==> src/rtl/alu_seq_pkg.sv <==
// Shared types and constants for the sequential ALU: opcodes, FSM states
// and the bit positions of the NZCV flags.
package alu_seq_pkg;

  typedef enum logic [2:0] {
    OP_ADD = 3'd0,
    OP_SUB = 3'd1,
    OP_AND = 3'd2,
    OP_OR  = 3'd3,
    OP_XOR = 3'd4,
    OP_SHL = 3'd5,
    OP_SHR = 3'd6,
    OP_MUL = 3'd7
  } opcode_e;

  typedef enum logic [1:0] {
    ST_IDLE = 2'd0,
    ST_EXEC = 2'd1,
    ST_MUL  = 2'd2,
    ST_DONE = 2'd3
  } state_e;

  localparam int FLAG_N = 3;
  localparam int FLAG_Z = 2;
  localparam int FLAG_C = 1;
  localparam int FLAG_V = 0;

endpackage

==> src/rtl/alu_seq_unit_if.sv <==
// Operand and result handshake bundle of the sequential ALU. The master side
// is the operand source / result consumer, the slave side is the ALU itself.
interface alu_seq_unit_if #(
  parameter int N  = 8,
  parameter int CW = 8
);
  logic          in_valid;
  logic          in_ready;
  logic [N-1:0]  a;
  logic [N-1:0]  b;
  logic [2:0]    opcode;
  logic          out_valid;
  logic          out_ready;
  logic [N-1:0]  result;
  logic [3:0]    flags;
  logic [CW-1:0] op_count;

  modport master (
    output in_valid, a, b, opcode, out_ready,
    input  in_ready, out_valid, result, flags, op_count
  );

  modport slave (
    input  in_valid, a, b, opcode, out_ready,
    output in_ready, out_valid, result, flags, op_count
  );
endinterface

==> src/rtl/alu_seq_unit_mul.sv <==
// Unsigned shift-add multiplier: loads on start, performs one add/shift step
// per cycle for N cycles, then pulses done for one cycle with product valid.
module seq_multiplier #(
  parameter int N = 8
) (
  input  logic           clk,
  input  logic           rst,
  input  logic           start,
  input  logic [N-1:0]   a,
  input  logic [N-1:0]   b,
  output logic           done,
  output logic [2*N-1:0] product
);
  localparam int CNTW = $clog2(N) + 1;

  logic            busy_q, busy_d;
  logic            done_q, done_d;
  logic [CNTW-1:0] cnt_q, cnt_d;
  logic [2*N-1:0]  mcand_q, mcand_d;
  logic [2*N-1:0]  prod_q, prod_d;
  logic [N-1:0]    mplier_q, mplier_d;

  always_comb begin
    busy_d   = busy_q;
    done_d   = 1'b0;
    cnt_d    = cnt_q;
    mcand_d  = mcand_q;
    prod_d   = prod_q;
    mplier_d = mplier_q;
    if (start) begin
      busy_d   = 1'b1;
      cnt_d    = '0;
      mcand_d  = {{N{1'b0}}, a};
      mplier_d = b;
      prod_d   = '0;
    end else if (busy_q) begin
      // Multiplier bits consumed LSB first while the multiplicand walks left.
      if (mplier_q[0]) prod_d = prod_q + mcand_q;
      mcand_d  = mcand_q << 1;
      mplier_d = mplier_q >> 1;
      cnt_d    = cnt_q + CNTW'(1);
      if (cnt_q == CNTW'(N - 1)) begin
        busy_d = 1'b0;
        done_d = 1'b1;
      end
    end
  end

  always_ff @(posedge clk) begin
    if (!rst) begin
      busy_q   <= 1'b0;
      done_q   <= 1'b0;
      cnt_q    <= '0;
      mcand_q  <= '0;
      prod_q   <= '0;
      mplier_q <= '0;
    end else begin
      busy_q   <= busy_d;
      done_q   <= done_d;
      cnt_q    <= cnt_d;
      mcand_q  <= mcand_d;
      prod_q   <= prod_d;
      mplier_q <= mplier_d;
    end
  end

  assign done    = done_q;
  assign product = prod_q;

endmodule

==> src/rtl/alu_seq_unit.sv <==
// Registered ALU with operand/result handshakes, multi-cycle multiply,
// NZCV flags and a wrapping count of consumed results.
module alu_seq_unit
  import alu_seq_pkg::*;
#(
  parameter int N  = 8,
  parameter int CW = 8
) (
  input logic           clk,
  input logic           rst,
  alu_seq_unit_if.slave bus
);
  localparam int SW = $clog2(N);

  state_e        state_q, state_d;
  opcode_e       op_q, op_d;
  logic [N-1:0]  a_q, a_d, b_q, b_d;
  logic [N-1:0]  result_q, result_d;
  logic [3:0]    flags_q, flags_d;
  logic [CW-1:0] count_q, count_d;

  logic           in_ready, out_valid, accept, mul_start, load_res, consume;
  logic           mul_done;
  logic [2*N-1:0] mul_product;
  logic [N-1:0]   alu_res;
  logic           alu_c, alu_v;
  logic [3:0]     alu_flags;
  logic [N:0]     wide;
  logic [SW-1:0]  sh_amt;

  seq_multiplier #(.N(N)) u_mul (
    .clk     (clk),
    .rst     (rst),
    .start   (mul_start),
    .a       (bus.a),
    .b       (bus.b),
    .done    (mul_done),
    .product (mul_product)
  );

  always_ff @(posedge clk) begin
    if (!rst) state_q <= ST_IDLE;
    else      state_q <= state_d;
  end

  always_comb begin
    state_d = state_q;
    case (state_q)
      ST_IDLE: if (bus.in_valid)
                 state_d = (opcode_e'(bus.opcode) == OP_MUL) ? ST_MUL : ST_EXEC;
      ST_EXEC: state_d = ST_DONE;
      ST_MUL:  if (mul_done) state_d = ST_DONE;
      ST_DONE: if (bus.out_ready) state_d = ST_IDLE;
      default: state_d = ST_IDLE;
    endcase
  end

  always_comb begin
    in_ready  = (state_q == ST_IDLE);
    out_valid = (state_q == ST_DONE);
    accept    = in_ready && bus.in_valid;
    mul_start = accept && (opcode_e'(bus.opcode) == OP_MUL);
    load_res  = (state_q == ST_EXEC) || ((state_q == ST_MUL) && mul_done);
    consume   = out_valid && bus.out_ready;
  end

  // Shifts go through an N+1 bit window so the bit shifted out lands in
  // the spare position; an amount of zero leaves that position clear.
  always_comb begin
    alu_res = '0;
    alu_c   = 1'b0;
    alu_v   = 1'b0;
    wide    = '0;
    sh_amt  = b_q[SW-1:0];
    case (op_q)
      OP_ADD: begin
        wide    = {1'b0, a_q} + {1'b0, b_q};
        alu_res = wide[N-1:0];
        alu_c   = wide[N];
        alu_v   = (a_q[N-1] == b_q[N-1]) && (alu_res[N-1] != a_q[N-1]);
      end
      OP_SUB: begin
        alu_res = a_q - b_q;
        alu_c   = (a_q >= b_q);
        alu_v   = (a_q[N-1] != b_q[N-1]) && (alu_res[N-1] != a_q[N-1]);
      end
      OP_AND: alu_res = a_q & b_q;
      OP_OR:  alu_res = a_q | b_q;
      OP_XOR: alu_res = a_q ^ b_q;
      OP_SHL: begin
        wide    = {1'b0, a_q} << sh_amt;
        alu_res = wide[N-1:0];
        alu_c   = wide[N];
      end
      OP_SHR: begin
        wide    = {a_q, 1'b0} >> sh_amt;
        alu_res = wide[N:1];
        alu_c   = wide[0];
      end
      OP_MUL: begin
        alu_res = mul_product[N-1:0];
        alu_c   = |mul_product[2*N-1:N];
        alu_v   = alu_c;
      end
      default: alu_res = '0;
    endcase
    alu_flags         = '0;
    alu_flags[FLAG_N] = alu_res[N-1];
    alu_flags[FLAG_Z] = (alu_res == '0);
    alu_flags[FLAG_C] = alu_c;
    alu_flags[FLAG_V] = alu_v;
  end

  always_comb begin
    op_d     = op_q;
    a_d      = a_q;
    b_d      = b_q;
    result_d = result_q;
    flags_d  = flags_q;
    count_d  = count_q;
    if (accept) begin
      op_d = opcode_e'(bus.opcode);
      a_d  = bus.a;
      b_d  = bus.b;
    end
    if (load_res) begin
      result_d = alu_res;
      flags_d  = alu_flags;
    end
    if (consume) count_d = count_q + 1'b1;
  end

  always_ff @(posedge clk) begin
    if (!rst) begin
      op_q     <= OP_ADD;
      a_q      <= '0;
      b_q      <= '0;
      result_q <= '0;
      flags_q  <= '0;
      count_q  <= '0;
    end else begin
      op_q     <= op_d;
      a_q      <= a_d;
      b_q      <= b_d;
      result_q <= result_d;
      flags_q  <= flags_d;
      count_q  <= count_d;
    end
  end

  assign bus.in_ready  = in_ready;
  assign bus.out_valid = out_valid;
  assign bus.result    = result_q;
  assign bus.flags     = flags_q;
  assign bus.op_count  = count_q;

endmodule

==> src/flat_wrapper.sv <==
// flat-port wrapper written by rule: the top's interface ports become plain ports
module alu_seq_unit_flat import alu_seq_pkg::*;
#(
  parameter int N  = 8,
  parameter int CW = 8
)
  (clk, rst, bus_in_valid, bus_a, bus_b, bus_opcode, bus_out_ready, bus_in_ready, bus_out_valid, bus_result, bus_flags, bus_op_count);
  alu_seq_unit_if #(.N(N), .CW(CW)) bus_i ();
  input logic clk;
  input logic rst;
  input wire logic [$bits(bus_i.in_valid)-1:0] bus_in_valid;
  input wire logic [$bits(bus_i.a)-1:0] bus_a;
  input wire logic [$bits(bus_i.b)-1:0] bus_b;
  input wire logic [$bits(bus_i.opcode)-1:0] bus_opcode;
  input wire logic [$bits(bus_i.out_ready)-1:0] bus_out_ready;
  output wire logic [$bits(bus_i.in_ready)-1:0] bus_in_ready;
  output wire logic [$bits(bus_i.out_valid)-1:0] bus_out_valid;
  output wire logic [$bits(bus_i.result)-1:0] bus_result;
  output wire logic [$bits(bus_i.flags)-1:0] bus_flags;
  output wire logic [$bits(bus_i.op_count)-1:0] bus_op_count;
  assign bus_i.in_valid = bus_in_valid;
  assign bus_i.a = bus_a;
  assign bus_i.b = bus_b;
  assign bus_i.opcode = bus_opcode;
  assign bus_i.out_ready = bus_out_ready;
  assign bus_in_ready = bus_i.in_ready;
  assign bus_out_valid = bus_i.out_valid;
  assign bus_result = bus_i.result;
  assign bus_flags = bus_i.flags;
  assign bus_op_count = bus_i.op_count;
  alu_seq_unit #(.N(N), .CW(CW)) u_core (.clk(clk), .rst(rst), .bus(bus_i));
endmodule
==> config.mk <==
export PLATFORM = sky130hd
export DESIGN_NAME = alu_seq_unit_flat
export DESIGN_NICKNAME = d
export VERILOG_FILES = /design/src/rtl/alu_seq_pkg.sv /design/src/rtl/alu_seq_unit_if.sv /design/src/rtl/alu_seq_unit_mul.sv /design/src/rtl/alu_seq_unit.sv /design/src/flat_wrapper.sv
export SDC_FILE = /design/constraint.sdc
export NUM_CORES = 1
export LEC_CHECK = 0
export CAP_MARGIN = 20
export CORE_MARGIN = 1.5
export CORE_UTILIZATION = 40
export CTS_CLUSTER_DIAMETER = 50
export CTS_CLUSTER_SIZE = 10
export DETAILED_ROUTE_END_ITERATION = 6
export PLACE_DENSITY = 0.69
export RECOVER_POWER = 50
export SYNTH_ARGS = -nofsm -noshare
export SYNTH_HDL_FRONTEND = slang
export SYNTH_SLANG_ARGS = --single-unit
export TNS_END_PERCENT = 100
==> constraint.sdc <==
create_clock -name clk -period 3 [get_ports clk]
set_input_delay 0.9 -clock clk [delete_from_list [all_inputs] [get_ports clk]]
set_output_delay 0.9 -clock clk [all_outputs]
set_load 0.01 [all_outputs]
# Yosys cells after proc, flatten, opt, wreduce, memory -nomap -nowiden
# Index checks and enable logic that the tools add are counted.
classes:
  n_addsub: 5
  n_lt_le_gt_ge: 1
  eq_ne: 19
  shifts: 2
  muxes: 16
  n_bitwise: 5
  n_reduce_logical: 16
ops:
  columns: ["op", "n"]
  rows:
  - ["one-hot mux 8 bit (8 select lines)", 1]
  - ["2-to-1 mux 8 bit", 4]
  - ["adder 16 bit", 1]
  - ["equality test 3 bit, second input constant", 5]
  - ["adder 8 x 8 -> 9 bit", 1]
  - ["left shift 8 x 3 -> 9 bit", 1]
  - ["right shift 9 x 3 -> 9 bit", 1]
  - ["adder 8 x 1 -> 8 bit, second input constant", 1]
  - ["AND 8 bit", 1]
  - ["greater-or-equal comparator 8 bit", 1]
  - ["zero test 8 bit", 1]
  - ["2-to-1 mux 2 bit", 4]
  - ["bitwise OR 8 bit", 1]
  - ["one-hot mux 2 bit (4 select lines)", 1]
  - ["OR reduction 8 bit", 1]
  - ["subtractor 8 bit", 1]
  - ["XOR 8 bit", 1]
  - ["equality test 3 x 2 -> 1 bit, second input constant", 2]
  - ["logical AND 1 bit", 6]
  - ["inequality test 2 bit, second input constant", 3]
  - ["one-hot mux 1 bit (5 select lines)", 1]
  - ["adder 4 x 1 -> 4 bit, second input constant", 1]
  - ["equality test 2 bit, second input constant", 2]
  - ["equality test 4 x 3 -> 1 bit, second input constant", 1]
  - ["15 further kinds", 21]
word_totals:
  ff_bits: 87
  in_bits: 23
  output_inout_bits: 22
  elab_cells: 78

# Logic depth before layout (Yosys ltp)
depth:
  depth_word: 4
  depth_mapped: 12
  ltp_nobuf: 12

# By module
# A second synthesis with hierarchy kept.
unflattened:
  hier_cells: 744
  area_unflattened_um2: 6072.1
by_module_without_submodules:
  columns: ["mod", "n_inst", "cells_per_inst", "area_each_um2", "seq_area_each_um2"]
  rows:
  - ["alu_seq_unit", 1, 456, 3543.4, 800.8]
  - ["seq_multiplier", 1, 288, 2528.7, 920.9]

# Worst setup path after synthesis
# OpenSTA, ideal clock, no wires.
synth_path:
  kind: "register to register"
  from: "reg u_core.b_q[1]"
  to: "reg u_core.flags_q[2], in the netlist u_core.bus.flags[2]"
  setup_ps: 116
  arrival_ps: 2548
  required_time_ps: 2884
  path_slack_ps: 336
  path_stages_with_launch: 12
  n_path_buf: 2
  period_less_slack_ps: 2664
  cell_sequence: "dfxtp_1 -> clkbuf_1 -> buf_2 -> inv_1 -> ha_1 -> a21o_1 -> a211oi_1 -> o21bai_1 -> o221a_2 -> o211ai_1 -> a21oi_1 -> a41o_1"
synth_via:
  elab_chain_cells: 3
  elab_cells_between_ends: 9
  classes_between: "add/sub: 2; shift: 2; mux: 1; bitwise: 3; reduce/logical: 1"
synth_lines:
  columns: ["item", "line_no", "text"]
  rows:
  - ["from (decl)", "alu_seq_unit.sv:17", "logic [N-1:0] a_q, a_d, b_q, b_d;"]
  - ["from (signal assigned)", "alu_seq_unit.sv:137", "b_q <= '0;"]
  - ["from (signal assigned)", "alu_seq_unit.sv:144", "b_q <= b_d;"]
  - ["subtractor 8 bit (tied with other cells)", "alu_seq_unit.sv:83", "alu_res = a_q - b_q;"]
  - ["one-hot mux 8 bit (8 select lines) (*)", "alu_seq_unit.sv:75", "case (op_q)"]
  - ["zero test 8 bit (*)", "alu_seq_unit.sv:109", "alu_flags[FLAG_Z] = (alu_res == '0);"]
  - ["to (signal assigned)", "alu_seq_unit.sv:146", "flags_q <= flags_d;"]
  - ["to (decl)", "alu_seq_unit.sv:19", "logic [3:0] flags_q, flags_d;"]
# Every way passes the cells marked *; elsewhere a longest branch is shown, timed or not.
# A chain may end at the register's enable or synchronous reset.

# Final worst setup path
layout_path:
  from: "reg u_core.b_q[0]"
  to: "reg u_core.flags_q[2], in the netlist u_core.bus.flags[2]"
# Same word-level chain as after synthesis.

==> impl_results.md <==
- Cell Count, Final, Fillers Out: around 960
- Critical path cell sequence: buf_4 > mux4_2 > a22o_1 > a211oi_2 > o21ai_1 > and3_4 > nor4_2 > a41o_1
- Async SR Flop Fraction: 0
- Fin crit share: 0.871
- Count of final hold-check violations: 0
- Final worst slack: 0.388 ns
- Leakage power: 2.79 nW
- Slew at the pin closest to its max-slew limit: 0.833 ns
- CP peak stage delay: 0.54 ns
- First-pass GRT wire length: 25.1 mm
- Clock buffer count from CTS: 9
- Depth of the CTS H-tree: 3
- Crit path from: u_core.b_q[0]$_SDFFE_PN0P_
- CTS tree: done
- Met1 wire length: 6.94 mm
- Fmax: around 380 MHz
- Max VDD drop: 508 µV
- Post-detail-place hpwl: 11.5 mm
- N_diodes: 0
- Synth cell count leaders: nand2_1, dfxtp_1, nor2_1, ha_1, a21oi_1
- Slew headroom: 0.445
- Yosys top cell area share: 0.287
- Die W: 125 µm
- Final wirelength: 15.3 mm
- HP Class: flop to flop
- DR pass1 iterations: 5
- Met2 Wirelength: 7.16 mm
- Via count: 5,361
- # Post-CTS Setup Buffers: 0
- Avg Cell Area, Syn: 8.11 µm²
- Crit path to: u_core.bus.flags[2]$_SDFFE_PN0P_
- Critical path depth: 8
- Port bufs: 44
- Worst Setup Start Kind: flop
- Post-synth EDFFs: 0
- CTS root buf: clkbuf_16
- Clock Latency Late Sink: ~0.36 ns
- Maximum capacitance violations: 0
- Row count: 44
- Starting Density: 0.411
- PwrDens: about 600 nW/µm²
- Antenna violations before repair: 0
- Sequential share of the synthesized area: 0.287
- NumNets Final: 844
- Clock transition at path regs: approximately 0.07 ns
- Number of instances in the placed design: 945
- Reg2Reg Setup Slack: 0.39 ns
- Synth Register Bits: 86
- Outcome: complete, no violations
- Vias in the first global route: 5,004
- Slew Viols, Final: 0
- # hold bufs at CTS: 0
- Final Critical Period: 2.61 ns
- RSZ-0062 raised after global routing: false
- Top cells by area, synth: dfxtp_1, ha_1, nand2_1
- Critical path capture point type: flop
- Largest net degree at the start of global routing: 33
- Synthesized instance count: 739
- 1st-iter DRT viols: 390
- R2R Path Start: u_core.b_q[0]$_SDFFE_PN0P_
- Prevailing post-synth register cell: dfxtp_1
- Vias per cell: 5.58
- Worst Path Required: 3.30 ns
- Critical path fanouts, max: 16
- GP Congestion: 0.943
- Cell Area, Synth: about 6000 µm²
- Maximum root-to-sink buffer count: 2
- Top Metal Used: met4
- Number of I/O pins: 45
- Worst r2r dst: u_core.bus.flags[2]$_SDFFE_PN0P_
- GRT Resource Usage Total: 0.197
- Die Y: 125 µm
- Crit-path slowest cell: mux4_2
- Critical path's top delay family: compound AO/OA/AOI/OAI gates
- WP buf/inv: 1
- Fin util: 0.477
- WL/cell: 15.9 µm
- Clock sink count: 86
- Count leader, synth: nand2_1
- Unique masters post-synth: 70
- Pre-CTS setup slack: 0.420 ns
- Setup TNS: 0 ns
- Post-cts sizing count: 0
- WP data arrival: 2.92 ns
- Routed Antenna Nets: 0
- R2R depth: 8
- Total power: 4.17 mW
- Synth area leader: dfxtp_1
- YS warnings: 0
- Final Skew: 0.00690 ns
- Layout cells sized above 1: 0.0669
- Final setup violation count: 0
- Setup CP Type: flop to flop
- Die footprint: around 16,000 µm²
- Grt ovf: 0
- P&R area growth vs syn: 16.2%
- Core Footprint: 14,600 µm²
- Fillers: 1,404
- Met3 WL: 806 µm
- Syn_nets: 811
- DRC viols: 0
## flip-flops by register name (all words and copies together), names as in the netlist
name,cells
u_core.u_mul.done,1
u_core.u_mul.cnt_q,4
u_core.bus.op_count,8
u_core.u_mul.mplier_q,8
u_core.bus.result,7
u_core.u_mul.mcand_q,16
u_core.b_q,8
u_core.a_q,8
u_core.state_q,2
u_core.op_q,3
u_core.u_mul.product,16
u_core.u_mul.busy_q,1
u_core.bus.flags,4
## worst register-to-register path: stages (launching register included)
cell	delay [ns]
dfxtp_1	0.48
buf_4	0.29
mux4_2	0.55
a22o_1	0.26
a211oi_2	0.23
o21ai_1	0.10
and3_4	0.18
nor4_2	0.27
a41o_1	0.20
## cell families after synthesis
group                    Yosys count  synth area share
buffers and inverters             85            0.0570
multiplexers                      40            0.0806
flip-flops                        86             0.287
AO/OA/AOI/OAI                    197             0.232
XOR/XNOR                          24            0.0351
adder cells (fa/ha/maj)           49             0.106
AND/OR/NAND/NOR                  258             0.203
## layer usage
layer / up-vias / GRT usage
met4: 0 / 0.0675
li1: 2703 / -
met1: 2480 / 0.255
met2: 141 / 0.324
met5: - / 0
met3: 37 / 0.0424
## placed cells by master (no fill, tap or decap), types with 10 or more instances in the layout
master           synthesis  routed
a211oi_1                11      11
a21boi_0                27      27
a21oi_1                 45      45
buf_4                    1      20
clkdlybuf4s50_1          0      41
dfxtp_1                 86      86
ha_1                    46      46
inv_1                   38      38
mux2i_1                 34      34
nand2_1                108     108
nand3_1                 15      15
nor2_1                  51      51
nor2b_1                 10      10
nor3_1                  16      16
o211a_1                 16      16
o21ai_0                 21      21
xnor2_1                 19      19
## through the flow
stage / hold WS [ns] / area (µm²)
after floorplan: 0.433 / 6000
after global placement: 0.452 / 6640
after detailed placement: 0.461 / 6640
after CTS: 0.468 / 6970
after global routing: 0.483 / 6960
final: 0.463 / 6960
## worst min-delay path by stage
stage,cells past startpoint,slack (ns),from,end
after floorplan,1,0.43,u_core.u_mul.cnt_q[3]$_SDFFE_PP0P_,u_core.u_mul.done$_SDFF_PP0_
after global placement,2,0.45,u_core.bus.result[4]$_SDFFE_PN0P_,u_core.bus.result[4]$_SDFFE_PN0P_
after detailed placement,2,0.46,u_core.bus.result[1]$_SDFFE_PN0P_,u_core.bus.result[1]$_SDFFE_PN0P_
after CTS,2,0.47,u_core.bus.result[1]$_SDFFE_PN0P_,u_core.bus.result[1]$_SDFFE_PN0P_
after global routing,2,0.48,u_core.bus.result[6]$_SDFFE_PN0P_,u_core.bus.result[6]$_SDFFE_PN0P_
final,2,0.46,u_core.bus.result[4]$_SDFFE_PN0P_,u_core.bus.result[4]$_SDFFE_PN0P_
## layout make-up
cell class / count / area (µm²) / area share
Clock inverter: 7 / 105 / 0.0151
Inverter: 40 / 150 / 0.0216
Multi-Input combinational cell: 568 / 3930 / 0.565
Timing Repair Buffer: 67 / 599 / 0.0861
Tap cell: 184 / 230 / 0.0331
Clock buffer: 9 / 225 / 0.0323
Sequential cell: 86 / 1720 / 0.247
## power breakdown
part	switching, mW	leakage (nW)	internal, mW
clock	0.504	0.163	0.742
combinational	0.891	1.93	0.673
sequential	0.110	0.698	1.25
(Power assumes the default switching activity.)
